===== config.mk =====
export PLATFORM = sky130hd
export DESIGN_NAME = calc_scale
export DESIGN_NICKNAME = d
export VERILOG_FILES = /design/src/rtl/calc_pkg.sv /design/src/rtl/serial_div100.sv /design/src/rtl/calc_scale.sv
export SDC_FILE = /design/constraint.sdc
export NUM_CORES = 1
export LEC_CHECK = 0
export CELL_PAD_IN_SITES_DETAIL_PLACEMENT = 0
export CELL_PAD_IN_SITES_GLOBAL_PLACEMENT = 2
export CORE_MARGIN = 1.5
export CORE_UTILIZATION = 36
export DETAILED_ROUTE_END_ITERATION = 7
export GPL_ROUTABILITY_DRIVEN = 0
export PLACE_DENSITY = 0.86
export SLEW_MARGIN = 40
export SYNTH_ARGS = -nofsm -noshare
export SYNTH_HDL_FRONTEND = slang
export SYNTH_SLANG_ARGS = --single-unit

===== constraint.sdc =====
create_clock -name clk -period 4.3 [get_ports clk]
set_input_delay 0.43 -clock clk [delete_from_list [all_inputs] [get_ports clk]]
set_output_delay 0.43 -clock clk [all_outputs]
set_load 0.05 [all_outputs]

===== src/rtl/calc_pkg.sv =====
// Shared types and constants for the percent-to-count scaler.
package calc_pkg;

    // Sequencer states: idle, shift-add multiply, serial divide by 100.
    typedef enum logic [1:0] {
        StIdle,
        StMult,
        StDiv
    } state_e;

    localparam int unsigned PCT_DIVISOR = 100;
    localparam int unsigned PCT_ROUND   = 50;
    localparam int unsigned PCT_MAX     = 100;

endpackage


===== src/rtl/serial_div100.sv =====
// Restoring divider by the constant PCT_DIVISOR, one quotient bit per clock.
// A load pulse starts N iterations; valid and quotient are presented
// combinationally during the final iteration so the caller can register them
// on the same edge that retires the divide.
module serial_div100
    import calc_pkg::*;
#(
    parameter int unsigned N = 24
) (
    input  logic         clk,
    input  logic         reset,
    input  logic         load,
    input  logic [N-1:0] dividend,
    output logic [N-1:0] quotient,
    output logic         valid
);

    localparam int unsigned CntW = $clog2(N);
    localparam int unsigned RemW = $clog2(PCT_DIVISOR);

    // Dividend shifts out at the MSB while quotient bits shift in at the LSB.
    logic [N-1:0]    shreg_q, shreg_d;
    logic [RemW-1:0] rem_q, rem_d;
    logic [CntW-1:0] cnt_q, cnt_d;
    logic            run_q, run_d;

    logic [RemW:0]   trial;
    logic            qbit;
    logic [RemW-1:0] rem_next;
    logic            last;

    // One restoring step: trial-subtract the divisor from the shifted remainder.
    always_comb begin
        trial    = {rem_q, shreg_q[N-1]};
        qbit     = (trial >= (RemW+1)'(PCT_DIVISOR));
        rem_next = qbit ? RemW'(trial - (RemW+1)'(PCT_DIVISOR)) : trial[RemW-1:0];
        last     = run_q && (cnt_q == CntW'(N - 1));
        valid    = last;
        quotient = {shreg_q[N-2:0], qbit};
    end

    // Next-state for the iteration registers.
    always_comb begin
        shreg_d = shreg_q;
        rem_d   = rem_q;
        cnt_d   = cnt_q;
        run_d   = run_q;
        if (load) begin
            shreg_d = dividend;
            rem_d   = '0;
            cnt_d   = '0;
            run_d   = 1'b1;
        end else if (run_q) begin
            shreg_d = {shreg_q[N-2:0], qbit};
            rem_d   = rem_next;
            cnt_d   = cnt_q + 1'b1;
            if (last) begin
                run_d = 1'b0;
            end
        end
    end

    // Iteration state register with synchronous reset.
    always_ff @(posedge clk) begin
        if (reset) begin
            shreg_q <= '0;
            rem_q   <= '0;
            cnt_q   <= '0;
            run_q   <= 1'b0;
        end else begin
            shreg_q <= shreg_d;
            rem_q   <= rem_d;
            cnt_q   <= cnt_d;
            run_q   <= run_d;
        end
    end

endmodule


===== src/rtl/calc_scale.sv =====
// value = round(percent * full_scale / 100), computed serially: PCT_W shift-add
// steps followed by WIDTH+PCT_W restoring divide steps, fixed latency.
// Optional build macro CALC_SCALE_CLAMP_EN limits percent to 100 at capture
// and ties ovf low.
module calc_scale
    import calc_pkg::*;
#(
    parameter int unsigned WIDTH = 16,
    parameter int unsigned PCT_W = 8
) (
    input  logic             clk,
    input  logic             reset,
    input  logic             start,
    input  logic [PCT_W-1:0] percent,
    input  logic [WIDTH-1:0] full_scale,
    output logic             busy,
    output logic             done,
    output logic [WIDTH-1:0] value,
    output logic             ovf
);

    localparam int unsigned PW    = WIDTH + PCT_W;
    localparam int unsigned StepW = $clog2(PCT_W);

    state_e state_q, state_d;

    logic [PCT_W-1:0] mplier_q;
    logic [PW-1:0]    mcand_q;
    logic [PW-1:0]    acc_q;
    logic [StepW-1:0] step_q;
    logic [WIDTH-1:0] value_q;
    logic             ovf_q;
    logic             done_q;

    logic [PCT_W-1:0] pct_cap;
    logic [PW-1:0]    prod;
    logic [PW-1:0]    div_dividend;
    logic             mult_last;
    logic [PW-1:0]    div_quotient;
    logic             div_valid;
    logic             quot_big;

    // Operand conditioning and the current shift-add partial product.
    always_comb begin
`ifdef CALC_SCALE_CLAMP_EN
        pct_cap = (percent > PCT_W'(PCT_MAX)) ? PCT_W'(PCT_MAX) : percent;
`else
        pct_cap = percent;
`endif
        prod         = acc_q + (mplier_q[0] ? mcand_q : '0);
        div_dividend = prod + PW'(PCT_ROUND);
        mult_last    = (state_q == StMult) && (step_q == StepW'(PCT_W - 1));
        quot_big     = (div_quotient[PW-1:WIDTH] != '0);
    end

    // The final multiply step doubles as the divider load strobe.
    serial_div100 #(
        .N (PW)
    ) u_div (
        .clk      (clk),
        .reset    (reset),
        .load     (mult_last),
        .dividend (div_dividend),
        .quotient (div_quotient),
        .valid    (div_valid)
    );

    // FSM state register.
    always_ff @(posedge clk) begin
        if (reset) begin
            state_q <= StIdle;
        end else begin
            state_q <= state_d;
        end
    end

    // FSM next-state logic.
    always_comb begin
        state_d = state_q;
        unique case (state_q)
            StIdle:  if (start)     state_d = StMult;
            StMult:  if (mult_last) state_d = StDiv;
            StDiv:   if (div_valid) state_d = StIdle;
            default:                state_d = StIdle;
        endcase
    end

    // Datapath: capture, shift-add multiply, and result registration.
    always_ff @(posedge clk) begin
        if (reset) begin
            mplier_q <= '0;
            mcand_q  <= '0;
            acc_q    <= '0;
            step_q   <= '0;
            value_q  <= '0;
            ovf_q    <= 1'b0;
            done_q   <= 1'b0;
        end else begin
            done_q <= 1'b0;
            unique case (state_q)
                StIdle: begin
                    if (start) begin
                        mplier_q <= pct_cap;
                        mcand_q  <= {{PCT_W{1'b0}}, full_scale};
                        acc_q    <= '0;
                        step_q   <= '0;
                    end
                end
                StMult: begin
                    acc_q    <= prod;
                    mcand_q  <= {mcand_q[PW-2:0], 1'b0};
                    mplier_q <= {1'b0, mplier_q[PCT_W-1:1]};
                    step_q   <= step_q + 1'b1;
                end
                StDiv: begin
                    if (div_valid) begin
                        value_q <= quot_big ? '1 : div_quotient[WIDTH-1:0];
`ifdef CALC_SCALE_CLAMP_EN
                        ovf_q   <= 1'b0;
`else
                        ovf_q   <= quot_big;
`endif
                        done_q  <= 1'b1;
                    end
                end
                default: ;
            endcase
        end
    end

    // FSM outputs.
    always_comb begin
        busy  = (state_q != StIdle);
        done  = done_q;
        value = value_q;
        ovf   = ovf_q;
    end

endmodule


-- After elaboration in Yosys (flattened, before gate mapping)
Cells that the tools add are included.
- logic and storage cells: 59
- output and inout port bits: 19
- input bits: 27
- bits in registers: 116
- bitwise operators: 1
- multiplexer cells: 21
- $add $sub $neg: 5
- equality and inequality tests: 7
- reductions and logical operators: 12
- $lt $le $gt $ge: 1
- operators with widths (operator ; count):
    $mux 24 ; 5
    $pmux 24 s2 ; 2
    $add 24x24->24 ; 1
    $add 24x6->24 const B ; 1
    $mux 16 ; 1
    $pmux 8 s2 ; 1
    $ge 8x7->1 const B ; 1
    $mux 8 ; 1
    $reduce_bool 8->1 ; 1
    $mux 7 ; 1
    $sub 7x7->7 const B ; 1
    $mux 2 ; 3
    $ne 2x2->1 const B ; 3
    $pmux 2 s3 ; 1
    $pmux 3 s2 ; 1
    $reduce_bool 2->1 ; 3
    $add 5x1->5 const B ; 1
    $eq 5x5->1 const B ; 1
    $mux 1 ; 4
    $reduce_and 2->1 ; 2
    $reduce_or 2->1 ; 2
    $add 3x1->3 const B ; 1
    $eq 3x3->1 const B ; 1
    $mux 3 ; 1
    6 further kinds ; 7

-- Longest topological paths before layout
Gate-level depths: netlist (run 1).
- depth after elaboration: 5
- gate-level depth with buffers: 14
- mapped depth without buffers: 12

-- Modules after synthesis
A second synthesis (run 1) with hierarchy kept.
- cells, all modules: 916
- area, all modules: 7020.5 um2
- by module, submodules not included (module ; sequential area each (um2) ; cells each ; area each (um2) ; times used):
    calc_scale ; 1581.5 ; 710 ; 5296.3 ; 1
    serial_div100 ; 740.7 ; 206 ; 1724.2 ; 1

-- Worst setup path before layout (run 1)
OpenSTA, ideal clock, no wires.
- kind: reg-to-reg
- start point: register mplier_q[0]
- end point: register u_div.shreg_q[23]
- required time: 4180 ps
- clock period less this slack: 3495 ps
- path slack: 805 ps
- arrival: 3375 ps
- buffers on the path: 1
- stages on the path, launching flop included: 14
- cells stage by stage: dfxtp_1 -> clkbuf_1 -> and2_1 -> ha_1 -> fa_1 -> a21o_1 -> o2bb2ai_2 -> o211a_4 -> a211o_1 -> nor4b_4 -> nand4_2 -> nor4_4 -> a21boi_1 -> o31a_1
- word-level cells in the longest chain between the ends: 4
- RTL lines (item ; RTL line ; text):
    from (decl) ; calc_scale.sv:27 ; logic [PCT_W-1:0] mplier_q;
    from (signal assigned) ; calc_scale.sv:103 ; mplier_q <= pct_cap;
    from (signal assigned) ; calc_scale.sv:112 ; mplier_q <= {1'b0, mplier_q[PCT_W-1:1]};
    $mux 24 ; calc_scale.sv:50 ; prod = acc_q + (mplier_q[0] ? mcand_q : '0);
    $add 24x24->24 ; calc_scale.sv:50 ;
    $add 24x6->24 ; calc_scale.sv:51 ; div_dividend = prod + PW'(PCT_ROUND);
    $mux 24 ; serial_div100.sv:48 ; if (load) begin
    to (signal assigned) ; serial_div100.sv:71 ; shreg_q <= shreg_d;
    to (decl) ; serial_div100.sv:22 ; logic [N-1:0] shreg_q, shreg_d;
No other way between the ends.
A chain may end at the register's enable or synchronous reset.

-- Final worst setup path (run 1)
Ends and elaborated chain as after synthesis.

==> results of run 1 <==
[flip-flops by register name, indices dropped and copies added, names as in the netlist]
signal	cells
acc_q	24
done	1
mcand_q	24
mplier_q	8
ovf	1
state_q	2
step_q	3
u_div.cnt_q	5
u_div.rem_q	7
u_div.run_q	1
u_div.shreg_q	24
value	16
[cell usage after synthesis, drive strengths merged, types with 22 or more instances]
cell type | instances | area (um2)
nor2 | 177 | 664
dfxtp | 116 | 2320
clkbuf | 46 | 173
nor3 | 46 | 240
a21oi | 45 | 244
a211oi | 38 | 303
nor2b | 37 | 231
a22oi | 33 | 248
and2 | 30 | 191
ha | 29 | 363
nand2 | 24 | 90.1
xnor2 | 22 | 193
[area by class of cell]
type                            instances  share of cell area
Tap cell                              229              0.0360
Clock inverter                         12              0.0195
Clock buffer                           19              0.0569
Timing Repair Buffer                   56              0.0670
Sequential cell                       116               0.292
Inverter                               10             0.00472
Multi-Input combinational cell        645               0.524
[stage by stage]
step	utilization	power [W]	worst slack (ns)
after floorplan	-	0.00129	0.805
after global placement	0.404	0.00136	0.458
after detailed placement	0.404	0.00136	0.362
after CTS	0.437	0.00282	0.341
after global routing	0.438	0.00290	0.0656
final	0.438	0.00279	0.414
[critical path, stage by stage, from the launching register on]
cell       delay, ns
dfxtp_1         0.54
and2_1          0.29
ha_1            0.24
fa_1            0.42
a21o_1          0.20
o2bb2ai_2       0.16
o211a_4         0.28
a211o_1         0.30
nor4b_4         0.30
nand4_2         0.22
nor4_4          0.44
a21boi_1        0.12
o31a_1          0.28
[routing by layer]
layer  up-vias  share of wire  wire [um]
met4         0         0.0098        161
met2        74           0.46       7480
met1      2768           0.50       8260
met5         -              0          0
met3        10          0.029        483
li1       2977              -          -
[how the worst min path moves through the flow]
stage	slack, ns	cells after the start	from	end
floorplan	0.43	2	u_div.rem_q[6]	u_div.rem_q[6]
global placement	0.44	2	u_div.rem_q[6]	u_div.rem_q[6]
detailed placement	0.45	2	u_div.rem_q[6]	u_div.rem_q[6]
CTS	0.45	2	u_div.rem_q[6]	u_div.rem_q[6]
global route	0.49	1	step_q[0]	step_q[0]
finish	0.47	2	u_div.rem_q[6]	u_div.rem_q[6]
[power by group through the flow]
stage	clock network (W)	registers (W)	logic [W]
2_1_floorplan	0	0.00114	0.000154
6_report	0.00145	0.00112	0.000214
4_1_cts	0.00149	0.00113	0.000212
3_3_place_gp	0	0.00115	0.000208
5_1_grt	0.00153	0.00113	0.000238
3_5_place_dp	0	0.00115	0.000211
[kinds of logic (layout without fill, tap and decap cells)]
logic type | Yosys count | count (layout)
DFF | 116 | 116
buffers and inverters | 64 | 97
xor gates and xnor gates | 39 | 39
AOI/OAI and AO/OA | 183 | 183
and+or+nand+nor | 372 | 372
muxes | 21 | 21
adders and majority gates | 30 | 30
==> reports/results.tsv, run 1 <==
stage	metric	value	unit
status	status	finished, violations left	
status	failing checks	design-rule violations	
synthesis	register bit total from synthesis	116	
placement	DP Area	7320	um2
global_route	grt met3 use	0.0392	
power	P_sw	0.000663	W
clock_tree	clock sink total	116	
placement	Buffers on Ports	45	
sta	slew of the pin with the lowest slew margin	0.725	ns
sta	RSZ-0062 raised after global routing	no	
clock_tree	maximum root-to-sink buffer count	2	
clock_tree	CTS resizes	0	
power	Leakage	3.23	nW
synthesis	post-synthesis sequential area ratio	0.345	
global_route	largest net degree at the start of global routing	63	
synthesis	Top FF cell, synth	dfxtp_1	
clock_tree	postcts setup bufs	0	
clock_tree	Post-CTS Hold Buffers	0	
routing	Final ANT Viol Nets	0	
critical_path	CP required	4.61	ns
power	Power Dens Cells	351	nW/um2
synthesis	Post-Synth XOR/XNOR Area	0.0508	
synthesis	mux cell area share after synthesis	0.0313	
power	Combinational Power Share	0.077	
routing	final WL	16.4	mm
synthesis	Synth Area in Adders	0.0569	
global_route	first-pass GRT wire length	27.6	mm
global_route	grt ovf	0	
placement	Inst Count DP	1055	
layout	multi-input logic area	4170	um2
global_route	gr usage total	0.173	
sta	Final Max Slew Viols	0	
power	clock network power share	0.520	
global_route	met1 Track Usage GR	0.236	
critical_path	r2r endpoint	u_div.shreg_q[23]	
clock_tree	TritonCTS Buffers	17	
placement	post-DP HPWL	11.4	mm
routing	DR iter-0 viols	322	
routing	via count	5829	
critical_path	worst-path maximum fanout	25	
layout	final non-filler cell total	1087	
clock_tree	Clock Pin Slew Worst Setup and Hold Paths	0.06	ns
critical_path	critical path startpoint category	flip-flop	
layout	Layout fillers	1765	
critical_path	cells on worst reg2reg path	12	
layout	commonest non-fill, non-tap cells in the layout	nor2_1, dfxtp_1, nor3_1	
sta	Setup Skew	0.00617	ns
job	max_cap viols	0	
sta	worst hold slack	0.466	ns
global_route	GR Util met2	0.272	
routing	Routed wire per std cell	15.1	um
sta	minimum clock period	3.89	ns
power	Sw Share	0.238	
layout	final instance area	7950	um2
synthesis	compound-gate portion of the synthesized area	0.203	
sta	Period Utilization, post-route	0.904	
layout	ANT cells	0	
power	cell internal pwr	0.00213	W
routing	DRT Pass-1 Iters	7	
floorplan	Die Span Y	140	um
synthesis	synthesized net count	882	
layout	synthesis-to-layout area growth	18.3	%
synthesis	Synth Instances	825	
critical_path	CP endpoint kind	flip-flop	
floorplan	row count	49	
critical_path	Worst Setup SP	mplier_q[0]	
synthesis	post-synthesis cell type count	77	
clock_tree	Clock H-tree levels	4	
power	Seq pwr share	0.403	
synthesis	Synth Cell Area	6720	um2
critical_path	Crit Path Class	flip-flop to flip-flop	
sta	final hold vios	0	
layout	register area	2320	um2
synthesis	post-synthesis simple-gate area fraction	0.276	
sta	Setup violations, final	0	
routing	Via-to-Cell Ratio	5.36	
clock_tree	CTS tree	built	
critical_path	r2r setup slk	0.41	ns
floorplan	I/O pins	46	
clock_tree	Root Buffer	clkbuf_16	
layout	layout cells sized above 1	0.0944	
global_route	gr busiest metal	met2	
layout	fin nets	903	
global_route	initial antenna violation count	0	
sta	slew margin rel.	0.516	
floorplan	Die Width	140	um
critical_path	launching point of the worst reg2reg path	mplier_q[0]	
synthesis	EDFF count, synth	0	
hold_path	Hold Crit Class	flip-flop to flip-flop	
floorplan	die area	19500	um2
global_route	vias in the first global route	5525	
sta	Setup TNS	0	ns
layout	most common cell after layout, fill and taps aside	nor2_1	
sta	Fmax	257	MHz
synthesis	ys async rst share	0	
critical_path	last element of the critical path	u_div.shreg_q[23]	
synthesis	Mean Syn Cell Area	8.15	um2
floorplan	core area	18100	um2
routing	# DRC	5	
synthesis	largest family of logic cells by synthesized area	simple AND/OR/NAND/NOR gates	
power	worst vdd ir	0.277	mV
floorplan	Initial Util	0.371	
clock_tree	Skew-Pair Late Insertion Delay	0.42	ns
synthesis	number of synthesis warnings	0	
critical_path	Worst Path Arrival	4.20	ns
No activity file was read; power rests on OpenSTA's default activity.
==> run 2: changes to the inputs <==
--- a/config.mk
+++ b/config.mk
@@ -5,6 +5,7 @@
 export SDC_FILE = /design/constraint.sdc
 export NUM_CORES = 1
 export LEC_CHECK = 0
+export CAP_MARGIN = 20
 export CELL_PAD_IN_SITES_DETAIL_PLACEMENT = 0
 export CELL_PAD_IN_SITES_GLOBAL_PLACEMENT = 2
 export CORE_MARGIN = 1.5
@@ -12,7 +13,7 @@
 export DETAILED_ROUTE_END_ITERATION = 7
 export GPL_ROUTABILITY_DRIVEN = 0
 export PLACE_DENSITY = 0.86
-export SLEW_MARGIN = 40
+export SLEW_MARGIN = 20
 export SYNTH_ARGS = -nofsm -noshare
 export SYNTH_HDL_FRONTEND = slang
 export SYNTH_SLANG_ARGS = --single-unit
==> reports/results.tsv, run 2 (synthesis gave the netlist of run 1 again) <==
stage	metric	value	unit
clock_tree	maximum root-to-sink buffer count	2	
layout	layout cells sized above 1	0.0875	
critical_path	CP peak stage delay	0.53	ns
critical_path	crit-path leading delay family	compound AO/OA/AOI/OAI gates	
routing	DR iter-0 viols	320	
sta	slew margin rel.	0.321	
floorplan	I/O pins	46	
floorplan	Die Span Y	140	um
clock_tree	Root Buffer	clkbuf_16	
layout	final instance area	7880	um2
layout	register area	2320	um2
critical_path	Crit Path Class	flip-flop to flip-flop	
global_route	grt ovf	0	
global_route	vias in the first global route	5503	
floorplan	core area	18100	um2
power	Leakage	3.19	nW
layout	most common cell after layout, fill and taps aside	nor2_1	
layout	largest registers	acc_q (24), mcand_q (24), u_div.shreg_q (24)	
floorplan	row count	49	
routing	via count	5766	
routing	DRT Pass-1 Iters	6	
layout	Final Core Density	0.434	
clock_tree	Post-CTS Hold Buffers	0	
sta	RSZ-0062 raised after global routing	no	
routing	Routed wire per std cell	15.1	um
clock_tree	postcts setup bufs	0	
routing	# DRC	5	
global_route	largest net degree at the start of global routing	63	
sta	minimum clock period	3.87	ns
clock_tree	Clock H-tree levels	4	
sta	Setup violations, final	0	
job	max_cap viols	0	
floorplan	die area	19500	um2
layout	Layout fillers	1803	
sta	slew of the pin with the lowest slew margin	1.02	ns
critical_path	worst-path maximum fanout	25	
layout	final non-filler cell total	1086	
clock_tree	Skew-Pair Late Insertion Delay	0.42	ns
clock_tree	clock sink total	116	
clock_tree	CTS tree	built	
status	status	finished, violations left	
routing	final WL	16.4	mm
floorplan	Initial Util	0.371	
critical_path	critical path startpoint category	flip-flop	
sta	Setup Skew	0.00946	ns
layout	synthesis-to-layout area growth	17.1	%
sta	Final Max Slew Viols	0	
clock_tree	Clock Pin Slew Worst Setup and Hold Paths	0.06	ns
clock_tree	CTS resizes	0	
floorplan	Die Width	140	um
clock_tree	TritonCTS Buffers	17	
placement	DP Area	7330	um2
layout	fin nets	902	
critical_path	Worst Path Arrival	4.19	ns
critical_path	Buf/Inv on CP	0	
power	Power Dens Cells	337	nW/um2
critical_path	CP endpoint kind	flip-flop	
placement	Inst Count DP	1055	
global_route	gr usage total	0.176	
power	worst vdd ir	0.278	mV
placement	Buffers on Ports	45	
layout	ANT cells	0	
sta	Fmax	258	MHz
routing	Via-to-Cell Ratio	5.31	
placement	post-DP HPWL	11.5	mm
critical_path	CP required	4.61	ns
layout	commonest non-fill, non-tap cells in the layout	nor2_1, dfxtp_1, nor3_1, clkdlybuf4s50_1, a21oi_1	
routing	Final ANT Viol Nets	0	
global_route	first-pass GRT wire length	27.9	mm
layout	multi-input logic area	4160	um2
critical_path	crit-path cells	and2_1, ha_1, fa_1, a21o_1, o2bb2ai_2, o211a_4, a211o_1, nor4b_4, nand4_2, nor4_4, a21boi_1, o31a_1	
sta	final hold vios	0	
status	failing checks	design-rule violations	
sta	Setup TNS	0	ns
critical_path	crit path max-delay cell type	dfxtp_1	
hold_path	Hold Crit Class	flip-flop to flip-flop	
global_route	initial antenna violation count	0	
sta	Period Utilization, post-route	0.901	
-- run 2: layout make-up --
class	count	share of cell area
inverters	10	0.00477
clock inverters	9	0.0103
flip-flops and latches	116	0.295
well taps	229	0.0364
repair buffers	55	0.0664
multi-input cells	645	0.528
clock buffers	22	0.0589
-- run 2: worst paths after layout --
check                 start                 to  slack [ns]  cells after the start
max             mplier_q[0]  u_div.shreg_q[23]        0.43                     12
min          u_div.rem_q[6]     u_div.rem_q[6]        0.45                      2
max reg2reg     mplier_q[0]  u_div.shreg_q[23]        0.43                     12
min reg2reg  u_div.rem_q[6]     u_div.rem_q[6]        0.45                      2
-- run 2: routing by layer --
metal | up-vias | global-route usage | share of wire
li1 | 2969 | - | -
met1 | 2702 | 0.240 | 0.50
met2 | 79 | 0.274 | 0.45
met3 | 16 | 0.0440 | 0.041
met4 | 0 | 0.0532 | 0.014
met5 | - | 0 | 0
-- run 2: metrics by stage --
| step | hold slack [ns] | worst slack (ns) | power [W] |
|---|---|---|---|
| 6_report | 0.452 | 0.427 | 0.00266 |
| 5_1_grt | 0.486 | 0.0790 | 0.00276 |
| 4_1_cts | 0.454 | 0.355 | 0.00269 |
| 3_5_place_dp | 0.447 | 0.379 | 0.00136 |
| 3_3_place_gp | 0.439 | 0.458 | 0.00136 |
| 2_1_floorplan | 0.431 | 0.805 | 0.00129 |
-- run 2: where the power goes --
group | total, W | switching (W) | internal, W
logic | 0.000211 | 0.000126 | 0.0000856
clock network | 0.00132 | 0.000504 | 0.000816
registers | 0.00112 | 0.0000238 | 0.00110
total | 0.00266 | 0.000654 | 0.00200
-- run 2: worst reg2reg max path: stages (launching register included) --
cell,delay [ns]
dfxtp_1,0.53
and2_1,0.29
ha_1,0.23
fa_1,0.42
a21o_1,0.20
o2bb2ai_2,0.15
o211a_4,0.28
a211o_1,0.30
nor4b_4,0.30
nand4_2,0.22
nor4_4,0.44
a21boi_1,0.12
o31a_1,0.28
